File: config.mk
export PLATFORM = sky130hd
export DESIGN_NAME = data_mem_ctrl
export DESIGN_NICKNAME = d
export VERILOG_FILES = /design/src/rtl/data_mem_ctrl.sv
export SDC_FILE = /design/constraint.sdc
export NUM_CORES = 1
export LEC_CHECK = 0
export ABC_AREA = 1
export CAP_MARGIN = 30
export CELL_PAD_IN_SITES_DETAIL_PLACEMENT = 0
export CELL_PAD_IN_SITES_GLOBAL_PLACEMENT = 2
export CORE_MARGIN = 3
export CORE_UTILIZATION = 22
export DETAILED_ROUTE_END_ITERATION = 8
export HOLD_SLACK_MARGIN = 0.08
export MAX_ROUTING_LAYER = met4
export PLACE_DENSITY = 0.75
export SYNTH_ARGS = -nofsm -noshare
export SYNTH_HDL_FRONTEND = slang
export SYNTH_SLANG_ARGS = --single-unit
File: constraint.sdc
create_clock -name clk -period 1.9 [get_ports clk]
set_input_delay 0.38 -clock clk [delete_from_list [all_inputs] [get_ports clk]]
set_output_delay 0.38 -clock clk [all_outputs]
set_load 0.01 [all_outputs]
File: src/rtl/data_mem_ctrl.sv
// data_mem_ctrl: splits CPU loads/stores into little-endian byte-wide memory cycles and extends load results.
module data_mem_ctrl #(
  parameter int DATA_WIDTH = 32,
  parameter int BYTE_WIDTH = 8
) (
  input  logic                  clk,
  input  logic                  rst,
  input  logic                  req,
  input  logic                  we,
  input  logic [2:0]            funct3,
  input  logic [DATA_WIDTH-1:0] addr,
  input  logic [DATA_WIDTH-1:0] wdata,
  output logic [DATA_WIDTH-1:0] rdata,
  output logic                  busy,
  output logic                  done,
  output logic                  err,
  output logic                  mem_we,
  output logic [DATA_WIDTH-1:0] mem_a,
  output logic [DATA_WIDTH-1:0] mem_wd,
  input  logic [DATA_WIDTH-1:0] mem_rd
);
  localparam int NB = DATA_WIDTH / BYTE_WIDTH;
  localparam int IW = $clog2(NB);
  typedef enum logic [1:0] {IDLE, ACCESS, DONE} state_t;
  state_t state, state_n;
  logic we_l;
  logic [2:0] f3_l;
  logic [DATA_WIDTH-1:0] addr_l, wdata_l, asm_l, rhold, ext;
  logic [IW-1:0] idx, last_idx;
  logic legal_in, legal_l, in_access;
  assign legal_in = !(funct3 == 3'b011 || funct3[2:1] == 2'b11);
  assign legal_l = !(f3_l == 3'b011 || f3_l[2:1] == 2'b11);
  assign last_idx = f3_l[1] ? IW'(NB - 1) : f3_l[0] ? IW'(1) : '0;
  assign in_access = state == ACCESS;
  always_comb begin
    ext = (we_l || !legal_l) ? '0
        : f3_l[1:0] == 2'b00 ? {{(DATA_WIDTH-BYTE_WIDTH){~f3_l[2] & asm_l[BYTE_WIDTH-1]}}, asm_l[BYTE_WIDTH-1:0]}
        : f3_l[1:0] == 2'b01 ? {{(DATA_WIDTH-2*BYTE_WIDTH){~f3_l[2] & asm_l[2*BYTE_WIDTH-1]}}, asm_l[2*BYTE_WIDTH-1:0]}
        : asm_l;
  end
  always_comb begin
    state_n = IDLE;
    case (state)
      IDLE:    state_n = req ? (legal_in ? ACCESS : DONE) : IDLE;
      ACCESS:  state_n = idx == last_idx ? DONE : ACCESS;
      default: state_n = IDLE;
    endcase
  end
  always_ff @(posedge clk) begin
    if (rst) begin
      state   <= IDLE;
      we_l    <= 1'b0;
      f3_l    <= '0;
      addr_l  <= '0;
      wdata_l <= '0;
      asm_l   <= '0;
      rhold   <= '0;
      idx     <= '0;
    end else begin
      state <= state_n;
      if (state == IDLE && req) begin
        we_l    <= we;
        f3_l    <= funct3;
        addr_l  <= addr;
        wdata_l <= wdata;
        asm_l   <= '0;
        idx     <= '0;
      end
      if (in_access) begin
        idx <= idx + IW'(1);
        if (!we_l) asm_l[idx*BYTE_WIDTH +: BYTE_WIDTH] <= mem_rd[BYTE_WIDTH-1:0];
      end
      if (state == DONE) rhold <= ext;
    end
  end
  // rst gates the write strobe so a byte in flight on the reset edge is not committed
  assign mem_we = in_access && we_l && !rst;
  assign mem_a  = in_access ? addr_l + DATA_WIDTH'(idx) : '0;
  assign mem_wd = in_access ? DATA_WIDTH'(wdata_l[idx*BYTE_WIDTH +: BYTE_WIDTH]) : '0;
  assign busy   = state != IDLE;
  assign done   = state == DONE;
  assign err    = done && !legal_l;
  assign rdata  = done ? ext : rhold;
endmodule
==> impl_metrics.json <==
{
  "count_of_distinct_cell_types_in_the_synthesized_netlist": 30,
  "netlist_instances": 1047,
  "timing_worst_setup_path_type": "reg -> out",
  "cp.arrival_ps": 2110,
  "synth.most_common_cell": "sky130_fd_sc_hd__nor2_1",
  "number_of_global_route_vias_before_repair": 7502,
  "pwr_density_cell_nw_per_um2": 696.7,
  "seq_area_um2": 2749,
  "maxCapViolCount": 0,
  "static-leakage-power_uw": 0.004836,
  "hold_class": "reg -> reg",
  "area_delta_synth_final_pct": 79.50,
  "min_path_cells": 2,
  "cts_tree": "done",
  "post-route-worst-setup-slack_ps": -588.4,
  "route.vias.total": 7649,
  "fp.dieArea_um2": 33170,
  "groute.layer.met1.usage_pct": 20.55,
  "grt_setup_unrepaired": "yes",
  "final_hold_viol_count": 0,
  "ys_ff_latch": 136,
  "clock_sinks": 136,
  "crit_path_end_kind": "primary output",
  "violated_checks": "negative setup slack",
  "synth_top_flop_cell": "sky130_fd_sc_hd__dfxtp_1",
  "ys.warnings.count": 0,
  "nets": 1475,
  "initial_core_util_pct": 22.66,
  "final.period_utilization_pct": 131.0,
  "clk-insertion-delay-late_ps": 430,
  "antenna_found_initial": 2,
  "ctsLongestPathBuffers": 2,
  "critical_path_startpoint_category": "flip-flop",
  "synth.area.top_cells": "sky130_fd_sc_hd__dfxtp_1, sky130_fd_sc_hd__nor2_1, sky130_fd_sc_hd__nand2_1",
  "clkSlewWorstSetupHoldPaths_ps": 70,
  "pre_cts_slack_ps": -632.1,
  "drv_slew": 0,
  "portBuffers": 154,
  "cts.root.buffer_cell": "sky130_fd_sc_hd__clkbuf_16",
  "final.setup_skew_ps": 14.40,
  "routed_via_density": 4.324,
  "die_width_um": 182.1,
  "global_route.peak_usage_layer": "met2",
  "yosys-top-cells-count": "sky130_fd_sc_hd__nor2_1, sky130_fd_sc_hd__nand2_1, sky130_fd_sc_hd__dfxtp_1, sky130_fd_sc_hd__a21oi_1, sky130_fd_sc_hd__o21ai_0",
  "postSynth.asyncResetShare_pct": 0,
  "multi_input_comb_area_um2": 4838,
  "grt_util_met3_pct": 3.209,
  "global_route_wire_length_before_repair_mm": 41.14,
  "worst-slew-pin-transition_ps": 546.6,
  "gp_routability_congestion": 0.8317,
  "worst_r2r_path_depth": 12,
  "cts_inserted_buffers": 17,
  "iteration_count_of_the_initial_detailed_routing_pass": 4,
  "synthDominantCellAreaShare_pct": 39.90,
  "netlist_area_um2": 6824,
  "syn_area_per_cell_um2": 6.518,
  "initialDrtViolationCount": 310,
  "yosysTopAreaCell": "sky130_fd_sc_hd__dfxtp_1",
  "critPathLaunch": "idx[0]",
  "period_minus_slack_ps": 2488,
  "synth-edff-count": 0,
  "remaining_drc_errors": 0,
  "fillCellCount": 3147,
  "vdd_drop_max_v": 0.0006172,
  "grt.total_usage_pct": 16.06,
  "core-area_um2": 30110,
  "ctsHtreeMaxLevel": 4,
  "grt_max_degree": 70,
  "critical_path.reg2reg.startpoint": "idx[0]",
  "gr-usage-met2_pct": 26.18,
  "seq_area_frac_synth_pct": 39.90,
  "grt.overflow.total": 0,
  "detail-route-antenna-nets": 0,
  "finalHoldWorstSlack_ps": 461.6,
  "num_io_pins": 203,
  "die_height_um": 182.1,
  "path_max_fanout": 5,
  "fp-row-count": 63,
  "max_slew_margin_pct": 63.56,
  "fmaxAchievable_mhz": 401.9,
  "wl_per_cell_um": 15.10,
  "outcome": "finished with violations",
  "final_layout_size_suffix_gt1_share_pct": 40.38,
  "worst_ep_required_time_ps": 1520,
  "totalWireLength_mm": 26.71,
  "hold_wc_startpoint": "asm_l[10]",
  "place_hpwl_mm": 18.35,
  "finalSetupViolCount": 92
}
==> cell families after synthesis <==
logic type	count (synthesis)	synth area share, %
simple gates	551	33.06
compound gates	204	15.53
buf+inv	143	9.369
fa+ha+maj	8	1.577
other cells	1	0.05495
flops	136	39.90
xor+xnor	4	0.5133
==> state kept, by name (all words and copies together), names as in the netlist <==
register and cells:
state 2, rhold 32, addr_l 32, asm_l 32
f3_l 3, we_l 1, wdata_l 32, idx 2
==> routing by layer <==
metal  wire length [um]  vias up  part of all wire (%)
met4                292        0                   1.1
met1              12280     3543                    46
met3               1004       14                   3.8
met5                  0        -                     0
met2              13140      128                    49
li1                   -     3964                     -
==> where the power goes <==
group	switching [uW]	internal [uW]	total, uW
registers	135	3030	3170
clock network	1490	1720	3210
logic	1160	991	2150
==> final timing paths <==
kind | slack [ps] | endpoint
worst max-delay path | -590 | mem_a[14]
worst min-delay path | 460 | asm_l[10]
worst min register to register | 460 | asm_l[10]
worst max register to register | -130 | asm_l[7]
==> critical path: stages, from the launching register on <==
cell and delay [ps]:
sky130_fd_sc_hd__dfxtp_4 350, sky130_fd_sc_hd__ha_4 160, sky130_fd_sc_hd__fa_2 370, sky130_fd_sc_hd__nand2_4 100, sky130_fd_sc_hd__nor2_4 50, sky130_fd_sc_hd__nand2_4 90
sky130_fd_sc_hd__nor2_4 70, sky130_fd_sc_hd__buf_6 120, sky130_fd_sc_hd__xnor2_1 110, sky130_fd_sc_hd__nor2_1 120, sky130_fd_sc_hd__buf_2 150
==> stage by stage <==
step	util (%)	TNS (ps)	power, uW	area (um2)	cells
floorplan	-	-7.221	4028	6953	1070
global placement	32.02	-32910	4844	9642	1662
detailed placement	32.02	-32500	4847	9642	1662
CTS	36.92	-26710	8346	11120	1739
global route	40.68	-33190	8980	12250	1769
finish	40.68	-23980	8534	12250	1769
==> layout by cell type, fill, tap and decap left out, types with 24 or more instances in the layout <==
cell type and count:
sky130_fd_sc_hd__a21oi_1 72, sky130_fd_sc_hd__a21oi_2 26, sky130_fd_sc_hd__buf_2 48, sky130_fd_sc_hd__buf_4 117
sky130_fd_sc_hd__buf_6 74, sky130_fd_sc_hd__clkdlybuf4s50_1 77, sky130_fd_sc_hd__conb_1 24, sky130_fd_sc_hd__dfxtp_1 123
sky130_fd_sc_hd__inv_1 55, sky130_fd_sc_hd__nand2_1 152, sky130_fd_sc_hd__nand2_2 38, sky130_fd_sc_hd__nand3_4 28
sky130_fd_sc_hd__nor2_1 199, sky130_fd_sc_hd__nor2_2 29, sky130_fd_sc_hd__nor2_4 34, sky130_fd_sc_hd__o21ai_0 73
==> final cells by class <==
| cell class | count | share of cell area, % |
|---|---|---|
| clock inverters | 15 | 1.103 |
| repair inverters | 1 | 0.05107 |
| multi-input cells | 791 | 39.50 |
| inverters | 71 | 2.503 |
| diodes | 2 | 0.04086 |
| repair buffers | 346 | 26.91 |
| flip-flops and latches | 136 | 22.44 |
| clock buffers | 17 | 3.473 |
| well taps | 390 | 3.984 |
==> repair_timing <==
action / 4_1_cts / 5_1_grt
pin swaps: 59 / 111
buffers inserted: 43 / 38
setup endpoints to repair: 108 / 100
gates cloned: 3 / 3
gates resized for setup: 514 / 234
hold buffers: 0 / 0
Note: power is estimated with default switching activity, not from simulation.
